==> src/rtl/lif_neuron_core.sv <==
// lif_neuron_core: leaky integrate-and-fire neuron over N_IN weighted inputs.
// Ports: clk, rst (sync, active-high), ena (freeze when low);
//   x_flat/in_valid/in_ready input handshake; w_we/w_addr/w_data weight bus;
//   threshold, leak_shift runtime knobs; out_valid, spike, membrane,
//   spike_count results.
// Build option: NEURON_LEAK_EN enables the v >>> leak_shift leak term.
module lif_neuron_core #(
  parameter int N_IN          = 2,
  parameter int X_W           = 4,
  parameter int W_W           = 4,
  parameter int ACC_W         = 12,
  parameter int REFRAC_CYCLES = 3,
  localparam int A_W = (N_IN > 1) ? $clog2(N_IN) : 1
) (
  input  logic                    clk,
  input  logic                    rst,
  input  logic                    ena,
  input  logic [N_IN*X_W-1:0]     x_flat,
  input  logic                    in_valid,
  output logic                    in_ready,
  input  logic                    w_we,
  input  logic [A_W-1:0]          w_addr,
  input  logic [W_W-1:0]          w_data,
  input  logic signed [ACC_W-1:0] threshold,
  input  logic [3:0]              leak_shift,
  output logic                    out_valid,
  output logic                    spike,
  output logic signed [ACC_W-1:0] membrane,
  output logic [7:0]              spike_count
);

  localparam int P_W = X_W + W_W + 1;
  localparam int R_W = $clog2(REFRAC_CYCLES + 2);
  localparam logic [A_W-1:0] LAST = A_W'(N_IN - 1);
  localparam logic signed [ACC_W-1:0] V_MAX =
    {1'b0, {(ACC_W-1){1'b1}}};
  localparam logic signed [ACC_W-1:0] V_MIN =
    {1'b1, {(ACC_W-1){1'b0}}};

  typedef enum logic [1:0] {
    IDLE,
    ACCUM,
    EVAL,
    REFRAC
  } state_t;

  state_t state_q;
  state_t state_d;

  logic [N_IN*X_W-1:0]     x_q;
  logic signed [W_W-1:0]   w_q [N_IN];
  logic [A_W-1:0]          idx_q;
  logic signed [ACC_W-1:0] acc_q;
  logic signed [ACC_W-1:0] mem_q;
  logic [R_W-1:0]          rcnt_q;
  logic [7:0]              cnt_q;
  logic                    ov_q;
  logic                    spk_q;

  assign in_ready    = (state_q == IDLE) && ena;
  assign out_valid   = ov_q;
  assign spike       = spk_q;
  assign membrane    = mem_q;
  assign spike_count = cnt_q;

  // Multiply-accumulate for the current index.
  logic [X_W-1:0]          x_cur;
  logic signed [W_W-1:0]   w_cur;
  logic signed [P_W-1:0]   prod;
  logic signed [ACC_W:0]   acc_sum;
  logic signed [ACC_W-1:0] acc_sat;

  always_comb begin
    x_cur = x_q[idx_q*X_W +: X_W];
    w_cur = w_q[idx_q];
    prod  = $signed({{(P_W-X_W){1'b0}}, x_cur}) *
            $signed({{(P_W-W_W){w_cur[W_W-1]}}, w_cur});
    acc_sum = {acc_q[ACC_W-1], acc_q} +
              {{(ACC_W+1-P_W){prod[P_W-1]}}, prod};
    // One guard bit: overflow when the top two bits disagree.
    if (acc_sum[ACC_W] != acc_sum[ACC_W-1]) begin
      acc_sat = acc_sum[ACC_W] ? V_MIN : V_MAX;
    end else begin
      acc_sat = acc_sum[ACC_W-1:0];
    end
  end

  // Leak term.
  logic signed [ACC_W-1:0] leak;

`ifdef NEURON_LEAK_EN
  always_comb begin
    leak = '0;
    // Separate statement keeps the shift arithmetic (signed context).
    if (leak_shift != 4'd0) begin
      leak = mem_q >>> leak_shift;
    end
  end
`else
  logic unused_leak;
  assign unused_leak = ^leak_shift;
  assign leak        = '0;
`endif

  // Membrane update candidate and firing decision.
  logic signed [ACC_W+1:0] v_sum;
  logic signed [ACC_W-1:0] v_sat;
  logic                    fire;

  always_comb begin
    v_sum = {{2{mem_q[ACC_W-1]}}, mem_q} -
            {{2{leak[ACC_W-1]}}, leak} +
            {{2{acc_q[ACC_W-1]}}, acc_q};
    // In range only if the three top bits are identical.
    if ((&v_sum[ACC_W+1:ACC_W-1]) ||
        (~|v_sum[ACC_W+1:ACC_W-1])) begin
      v_sat = v_sum[ACC_W-1:0];
    end else begin
      v_sat = v_sum[ACC_W+1] ? V_MIN : V_MAX;
    end
    fire = (v_sat >= threshold);
  end

  // Next-state logic.
  always_comb begin
    state_d = state_q;
    unique case (state_q)
      IDLE: begin
        if (in_valid) state_d = ACCUM;
      end
      ACCUM: begin
        if (idx_q == LAST) state_d = EVAL;
      end
      EVAL: begin
        if (fire && (REFRAC_CYCLES > 0)) state_d = REFRAC;
        else state_d = IDLE;
      end
      REFRAC: begin
        if (rcnt_q <= R_W'(1)) state_d = IDLE;
      end
      default: state_d = IDLE;
    endcase
  end

  always_ff @(posedge clk) begin
    if (rst) begin
      state_q <= IDLE;
    end else if (ena) begin
      state_q <= state_d;
    end
  end

  // Datapath registers.
  always_ff @(posedge clk) begin
    if (rst) begin
      x_q    <= '0;
      idx_q  <= '0;
      acc_q  <= '0;
      mem_q  <= '0;
      rcnt_q <= '0;
      cnt_q  <= '0;
      ov_q   <= 1'b0;
      spk_q  <= 1'b0;
      for (int i = 0; i < N_IN; i++) begin
        w_q[i] <= W_W'(1);
      end
    end else if (ena) begin
      ov_q  <= 1'b0;
      spk_q <= 1'b0;
      if (w_we && (int'(w_addr) < N_IN)) begin
        w_q[w_addr] <= w_data;
      end
      unique case (state_q)
        IDLE: begin
          if (in_valid) begin
            x_q   <= x_flat;
            acc_q <= '0;
            idx_q <= '0;
          end
        end
        ACCUM: begin
          acc_q <= acc_sat;
          idx_q <= idx_q + 1'b1;
        end
        EVAL: begin
          ov_q <= 1'b1;
          if (fire) begin
            spk_q  <= 1'b1;
            mem_q  <= '0;
            cnt_q  <= cnt_q + 8'd1;
            rcnt_q <= R_W'(REFRAC_CYCLES);
          end else begin
            mem_q <= v_sat;
          end
        end
        REFRAC: begin
          rcnt_q <= rcnt_q - 1'b1;
        end
        default: ;
      endcase
    end
  end

endmodule

==> config.mk <==
export PLATFORM = sky130hd
export DESIGN_NAME = lif_neuron_core
export DESIGN_NICKNAME = d
export VERILOG_FILES = /design/src/rtl/lif_neuron_core.sv
export SDC_FILE = /design/constraint.sdc
export NUM_CORES = 1
export LEC_CHECK = 0
export BUFFER_PORTS_ARGS = -buffer_cell sky130_fd_sc_hd__buf_2
export CAP_MARGIN = 20
export CORE_UTILIZATION = 64
export DETAILED_ROUTE_END_ITERATION = 12
export GPL_TIMING_DRIVEN = 0
export HOLD_SLACK_MARGIN = 0.1
export PLACE_DENSITY = 0.87
export SLEW_MARGIN = 20
export SYNTH_ARGS = -nofsm -noshare
export SYNTH_HDL_FRONTEND = slang
export SYNTH_SLANG_ARGS = --single-unit
==> constraint.sdc <==
create_clock -name clk -period 8.77 [get_ports clk]
set_input_delay 1.3155 -clock clk [delete_from_list [all_inputs] [get_ports clk]]
set_output_delay 1.3155 -clock clk [all_outputs]
set_load 0.01 [all_outputs]
==> run_results.csv, run 1 <==
group,metric,value,unit
synth,yosysSeqAreaShare,25.8,%
timing,max_slew.worst_pin.slew,0.595,ns
flow_run,maxCapViolCount,0,
floorplanning,rows,30,
finish,drive_above_1_share,15.8,%
pwr,p_int,0.509,mW
setup_path,crit_type,"register to register",
synth,ys_ff_latch,57,
timing,hold_viol,0,
pwr,pwr-share-comb,25.5,%
synth,synth_compound_area_share,20.0,%
synth,synth_cells,558,
cts,post_cts_resize_count,0,
finish,n_antenna_cell,0,
timing,max_freq,195,MHz
setup_path,cp_max_fo,10,
synth,synthSimpleGateAreaFrac,20.0,%
cts,cts-root-buf,"clkbuf_8",
cts,clock_sinks,57,
synth,synth-edff-count,8,
cts,clockBufferDepth,2,
grt,grt_pass1_vias,4340,
cts,clk_pin_slew,0.07,ns
pwr,p_sw,0.239,mW
drt,routedWlPerCell,15.7,µm
timing,fin_worst_skew,0.00713,ns
grt,grt_max_degree,12,
grt,grt_pass1_wl,19.0,mm
drt,remaining_drc_errors,0,
synth,synth_top_family_by_area,"adder cells",
finish,layout_commonest_cell,"buf_2",
pwr,leakagePower,2.38,nW
timing,fin_crit_sh,58.6,%
setup_path,r2r-end,"acc_q[3]$_SDFFE_PP0P_",
placed_design,gp_congestion,0.891,
synth,yosysTopAreaCell,"dfxtp_1",
setup_path,arrival,5.39,ns
timing,finalSetupViolCount,0,
setup_path,cp.depth,17,
placed_design,dp_hpwl,8.78,mm
worst_hold_path,hp-class,"register to register",
grt,globalRoute.totalOverflow,0,
finish,syn_to_final_growth,12.5,%
setup_path,r2r_cells,17,
timing,rsz0062_at_grt,"false",
drt,ant_nets,0,
setup_path,crit_chain,"clkbuf_1 > mux2i_1 > inv_1 > and2_1 > fa_1 > fa_1 > inv_1 > fa_1 > inv_1 > ha_1 > nand3_1 > o2111ai_2 > a31oi_1 > o21ai_0 > clkbuf_1 > nand4_1 > o211ai_1",
setup_path,cp_top_family,"adder cells",
floorplanning,floorplan.die_area,7740,µm²
pwr,ir_drop,0.153,mV
cts,numCtsBuffers,9,
run_status,outcome,"complete, no violations",
floorplanning,die_w,88.0,µm
synth,muxShareOfSynthArea,3.84,%
synth,synthXorXnorAreaFrac,3.70,%
floorplanning,coreArea,6980,µm²
worst_hold_path,min-delay-start,"membrane[10]$_SDFFE_PP0P_",
finish,final_nets,722,
pwr,power_frac_seq,37.4,%
synth,async_flop_share,0,%
floorplanning,ios,57,
drt,vias_per_cell,6.14,
setup_path,crit_buf_inv,5,
timing,drv_slew,0,
drt,drtIter0Drc,241,
setup_path,slowest_delay,0.55,ns
grt,grt_usage,31.8,%
cts,worstSkewPairLatency,0.34,ns
finish,final_cell_area,5320,µm²
pwr,switching_share,31.9,%
timing,whs,0.476,ns
synth,post_synth_fa_ha_maj_area_fraction,20.5,%
setup_path,slowest_stage,"fa_1",
setup_path,required,9.02,ns
synth,synth.avg_cell_area,8.47,µm²
pwr,power.total,0.748,mW
drt,vias,4427,
setup_path,worstSetupEndpoint,"acc_q[3]$_SDFFE_PP0P_",
pwr,p_clk_share,37.1,%
timing,tns,0,ns
timing,slew_headroom,60.1,%
setup_path,critPathLaunchType,"register",
setup_path,end_kind,"register",
setup_path,r2r_slack,3.63,ns
synth,ys.flop_type,"dfxtp_1",
synth,synth_warnings,0,
cts,cts_tree,"done",
timing,period_needed,5.14,ns
synth,synth.top_cell.area_share,20.7,%
grt,antenna_found_initial,0,
placed_design,numPortBuffers,51,
synth,synth_fp_nets,660,
drt,drt-total-wl,11.3,mm
floorplanning,die-height,88.0,µm
floorplanning,initial_core_util,67.7,%
placed_design,detailed_place.area,5100,µm²
synth,netlist_area,4730,µm²
synth,yosysUniqueCellTypes,67,
synth,ys_top_cells_by_area,"dfxtp_1, ha_1, fa_1",
cts,postCtsHoldBufs,0,
cts,cts_setup_buffers,0,
cts,htreeDepth,3,
drt,first_pass_iters,4,
finish,fill_cells,532,
pwr,pwr_density_cell,141,nW/µm²
finish,final_cell_mix,"buf_2, ha_1, nor2_1",
## worst reg2reg max path: stages (launching register included)
cell and delay [ns]:
dfxtp_1 0.31, clkbuf_1 0.25, mux2i_1 0.32, inv_1 0.24, and2_1 0.23, fa_1 0.52
fa_1 0.55, inv_1 0.06, fa_1 0.52, inv_1 0.04, ha_1 0.36, nand3_1 0.14
o2111ai_2 0.28, a31oi_1 0.15, o21ai_0 0.34, clkbuf_1 0.38, nand4_1 0.16, o211ai_1 0.20
## logic make-up after synthesis
family                   count (synthesis)
XOR/XNOR                                20
AND/OR/NAND/NOR                        188
flip-flops                              57
multiplexers                            18
buffers and inverters                   71
adder cells (fa/ha/maj)                 70
AO/OA/AOI/OAI                          134
## power by group through the flow
| stage | combinational [mW] | sequential, mW | clock, mW |
|---|---|---|---|
| global route | 0.217 | 0.280 | 0.291 |
| global placement | 0.175 | 0.285 | 0 |
| detailed placement | 0.187 | 0.286 | 0 |
| floorplan | 0.141 | 0.283 | 0 |
| CTS | 0.189 | 0.280 | 0.277 |
| finish | 0.191 | 0.280 | 0.277 |
## routing by layer
| metal | track usage (%) | part of all wire [%] | vias up |
|---|---|---|---|
| met3 | 7.26 | 5.2 | 43 |
| met5 | 0 | 0 | - |
| li1 | - | - | 2151 |
| met2 | 55.2 | 49 | 140 |
| met1 | 36.7 | 43 | 2093 |
| met4 | 16.2 | 3.2 | 0 |
## worst min path at each step
stage / to / slack (ns) / cells after the start
3_3_place_gp: out_valid$_SDFFE_PP0P_ / 0.45 / 2
3_5_place_dp: membrane[10]$_SDFFE_PP0P_ / 0.47 / 2
4_1_cts: membrane[10]$_SDFFE_PP0P_ / 0.48 / 2
6_report: membrane[10]$_SDFFE_PP0P_ / 0.48 / 2
2_1_floorplan: rcnt_q[2]$_SDFFE_PP0P_ / 0.45 / 1
5_1_grt: membrane[10]$_SDFFE_PP0P_ / 0.49 / 2
## sequential cells by signal (all words and copies together), names as in the netlist, named ones only
signal	flops
spike	1
state_q	2
x_q	8
idx_q	1
spike_count	8
membrane	12
acc_q	12
out_valid	1
w_q	8
rcnt_q	3
## through the flow
stage	utilization [%]	std cells	setup WS [ns]
after global routing	76.2	721	3.22
after global placement	73.1	705	3.85
after floorplan	-	558	4.32
after CTS	76.2	721	3.65
final	76.2	721	3.63
after detailed placement	73.1	705	3.70
## Yosys cell counts, drive strengths merged, types with 2 or more instances
master	count
a211o	2
nor2b	6
edfxtp	8
ha	55
a31o	3
maj3	2
nor3	12
o221ai	2
a21o	5
o311ai	4
buf	7
o2111ai	7
o21bai	2
and4	2
a211oi	6
nor4b	3
dfxtp	49
xor2	6
clkbuf	16
or2	8
o21ai	30
and3	3
inv	48
fa	13
xnor2	14
nand2	42
nand4	15
a21oi	25
and2	13
nor3b	5
o21a	2
a2111oi	2
a311oi	4
nand3	12
nor2	52
a41o	3
o22ai	2
mux2i	17
o211ai	20
nand2b	9
a31oi	7
## final cells by class
cell class,count,area (µm²),area share [%]
timing repair buffer,51,255,4.80
tap,96,120,2.26
clock buffer,9,124,2.33
sequential,57,1220,22.9
multi-input combinational,430,3220,60.5
inverter,48,180,3.39
clock inverter,7,93.8,1.76
buffer,23,109,2.05
Note: power is estimated with default switching activity, not from simulation.
==> run 2, diff against run 1 <==
--- a/config.mk
+++ b/config.mk
@@ -7,11 +7,11 @@
 export LEC_CHECK = 0
 export BUFFER_PORTS_ARGS = -buffer_cell sky130_fd_sc_hd__buf_2
 export CAP_MARGIN = 20
-export CORE_UTILIZATION = 64
+export CORE_UTILIZATION = 54
 export DETAILED_ROUTE_END_ITERATION = 12
 export GPL_TIMING_DRIVEN = 0
 export HOLD_SLACK_MARGIN = 0.1
-export PLACE_DENSITY = 0.87
+export PLACE_DENSITY = 0.78
 export SLEW_MARGIN = 20
 export SYNTH_ARGS = -nofsm -noshare
 export SYNTH_HDL_FRONTEND = slang
==> constraint.sdc (replaced) <==
create_clock -name clk -period 4.2 [get_ports clk]
set_input_delay 0.63 -clock clk [delete_from_list [all_inputs] [get_ports clk]]
set_output_delay 0.63 -clock clk [all_outputs]
set_load 0.01 [all_outputs]
==> run_results.csv, run 2 (synthesis results as in run 1) <==
group,metric,value,unit
run_status,outcome,"finished, violations left",
run_status,failed_checks,"negative setup slack",
finish,fill_cells,652,
drt,drtIter0Drc,274,
floorplanning,ios,57,
drt,routedWlPerCell,16.2,µm
setup_path,r2r_cells,15,
grt,antenna_found_initial,0,
pwr,ir_drop,0.272,mV
setup_path,cp_top_family,"adder cells",
timing,timing.final.ws_setup,-0.0111,ns
setup_path,slowest_stage,"fa_1",
timing,fin_crit_sh,100,%
finish,n_antenna_cell,0,
pwr,p_sw,0.540,mW
timing,rsz0062_at_grt,"true",
setup_path,slowest_delay,0.50,ns
cts,worstSkewPairLatency,0.34,ns
setup_path,r2r-end,"acc_q[3]$_SDFFE_PP0P_",
cts,cts_tree,"done",
drt,vias,4459,
setup_path,crit_chain,"buf_8 > mux2i_4 > or2_4 > fa_1 > fa_1 > fa_1 > inv_2 > fa_2 > a211oi_4 > o21ai_2 > a41o_1 > xnor2_2 > nand3_2 > buf_6 > o211ai_1",
floorplanning,die-height,95.6,µm
worst_hold_path,min_path_cells,2,
timing,whs,0.472,ns
finish,final_core_util,69.6,%
setup_path,end_kind,"register",
floorplanning,die_w,95.6,µm
cts,htreeDepth,3,
grt,grt_usage,28.2,%
pwr,pwr_density_cell,284,nW/µm²
floorplanning,rows,33,
floorplanning,coreArea,8340,µm²
setup_path,cp_max_fo,5,
setup_path,critPathLaunchType,"register",
timing,finalSetupViolCount,3,
worst_hold_path,min_to,"out_valid$_SDFFE_PP0P_",
timing,tns,-0.0218,ns
setup_path,critical_path.most_common_cell,"fa_1",
timing,drv_slew,0,
timing,max_freq,237,MHz
setup_path,crit_buf_inv,3,
timing,hold_viol,0,
flow_run,maxCapViolCount,0,
setup_path,r2r_slack,-0.01,ns
worst_hold_path,min-delay-start,"out_valid$_SDFFE_PP0P_",
placed_design,gp_congestion,0.880,
drt,first_pass_iters,5,
pwr,p_clk_share,34.6,%
pwr,leakagePower,2.55,nW
drt,vias_per_cell,6.00,
timing,fin_worst_skew,0.00907,ns
placed_design,numPortBuffers,51,
worst_hold_path,hp-class,"register to register",
finish,final_cell_mix,"buf_2, ha_1, nor2_1",
grt,grt_max_degree,12,
floorplanning,initial_core_util,56.7,%
finish,multi_input_area,3530,µm²
finish,layout_commonest_cell,"buf_2",
cts,cts-root-buf,"clkbuf_8",
timing,max_slew.worst_pin.slew,0.581,ns
placed_design,placed_cells,714,
finish,syn_to_final_growth,22.8,%
setup_path,crit_type,"register to register",
pwr,p_int,1.11,mW
cts,clockBufferDepth,2,
finish,fin_cells,743,
grt,globalRoute.totalOverflow,0,
cts,numCtsBuffers,9,
drt,drt-total-wl,12.0,mm
finish,seq_area,1230,µm²
timing,period_needed,4.21,ns
setup_path,required,4.46,ns
placed_design,pre_cts_ws,-0.590,ns
pwr,power_frac_seq,36.0,%
timing,slew_headroom,61.3,%
cts,clk_pin_slew,0.07,ns
grt,grt_pass1_wl,19.7,mm
finish,drive_above_1_share,24.3,%
setup_path,arrival,4.47,ns
finish,final_nets,735,
pwr,pwr-share-comb,29.4,%
floorplanning,floorplan.die_area,9130,µm²
cts,clock_sinks,57,
grt,grt_pass1_vias,4366,
drt,remaining_drc_errors,0,
placed_design,dp_hpwl,8.93,mm
pwr,switching_share,32.8,%
drt,ant_nets,0,
-- run 2: cell count changes in the layout (fill, tap and decap cells not counted), sizes merged --
cell / before / now
clkinvlp: 1 / 2
buf: 58 / 73
clkinv: 3 / 1
bufinv: 2 / 1
-- run 2: tightest hold or removal path: cells and delay by family (launching register included) --
| family | cells | cell delay [ns] |
|---|---|---|
| flip-flops | 1 | 0.31 |
| AND/OR/NAND/NOR | 1 | 0.06 |
| AO/OA/AOI/OAI | 1 | 0.06 |
-- run 2: per-layer routing --
layer | GRT usage (%) | vias up | routed length [µm] | part of all wire [%]
met4 | 11.6 | 0 | 229 | 1.9
met1 | 33.6 | 2109 | 5150 | 43
met3 | 4.23 | 27 | 556 | 4.6
met2 | 50.5 | 156 | 6070 | 51
met5 | 0 | - | 0 | 0
li1 | - | 2167 | - | -
-- run 2: what timing repair did --
item / 4_1_cts / 5_1_grt
buffers inserted: 10 / 2
cloned: 2 / 0
pin swaps: 20 / 19
endpoints found under the setup margin: 14 / 29
hold buffers: 0 / 0
resized for setup: 45 / 27
-- run 2: how the worst max path moves through the flow --
stage / start / endpoint / slack [ns] / cells after the start
finish: register / acc_q[3]$_SDFFE_PP0P_ / -0.01 / 15
CTS: register / acc_q[11]$_SDFFE_PP0P_ / 0.02 / 15
floorplan: idx_q$_SDFFE_PP0P_ / acc_q[0]$_SDFFE_PP0P_ / 0.002 / 15
global placement: idx_q$_SDFFE_PP0P_ / acc_q[2]$_SDFFE_PP0P_ / -0.51 / 15
detailed placement: idx_q$_SDFFE_PP0P_ / acc_q[0]$_SDFFE_PP0P_ / -0.59 / 15
global route: register / acc_q[0]$_SDFFE_PP0P_ / -0.16 / 18
-- run 2: layout make-up --
class / instances / share of cell area (%)
Inverter: 48 / 3.15
Timing Repair Buffer: 65 / 6.34
Multi-Input combinational cell: 430 / 60.9
Sequential cell: 57 / 21.1
Tap cell: 105 / 2.26
Clock inverter: 5 / 1.01
Clock buffer: 11 / 2.80
Buffer: 22 / 2.46
-- run 2: metrics by stage --
stage	power, mW	area (µm²)
after floorplan	0.898	4760
after global placement	0.976	5150
after detailed placement	0.998	5150
after CTS	1.61	5660
after global routing	1.73	5800
final	1.65	5800
-- run 2: power by group through the flow --
stage | clock [mW] | combinational (mW) | sequential (mW)
2_1_floorplan | 0 | 0.306 | 0.592
3_3_place_gp | 0 | 0.379 | 0.597
3_5_place_dp | 0 | 0.400 | 0.598
4_1_cts | 0.575 | 0.440 | 0.591
5_1_grt | 0.600 | 0.538 | 0.594
6_report | 0.569 | 0.484 | 0.592
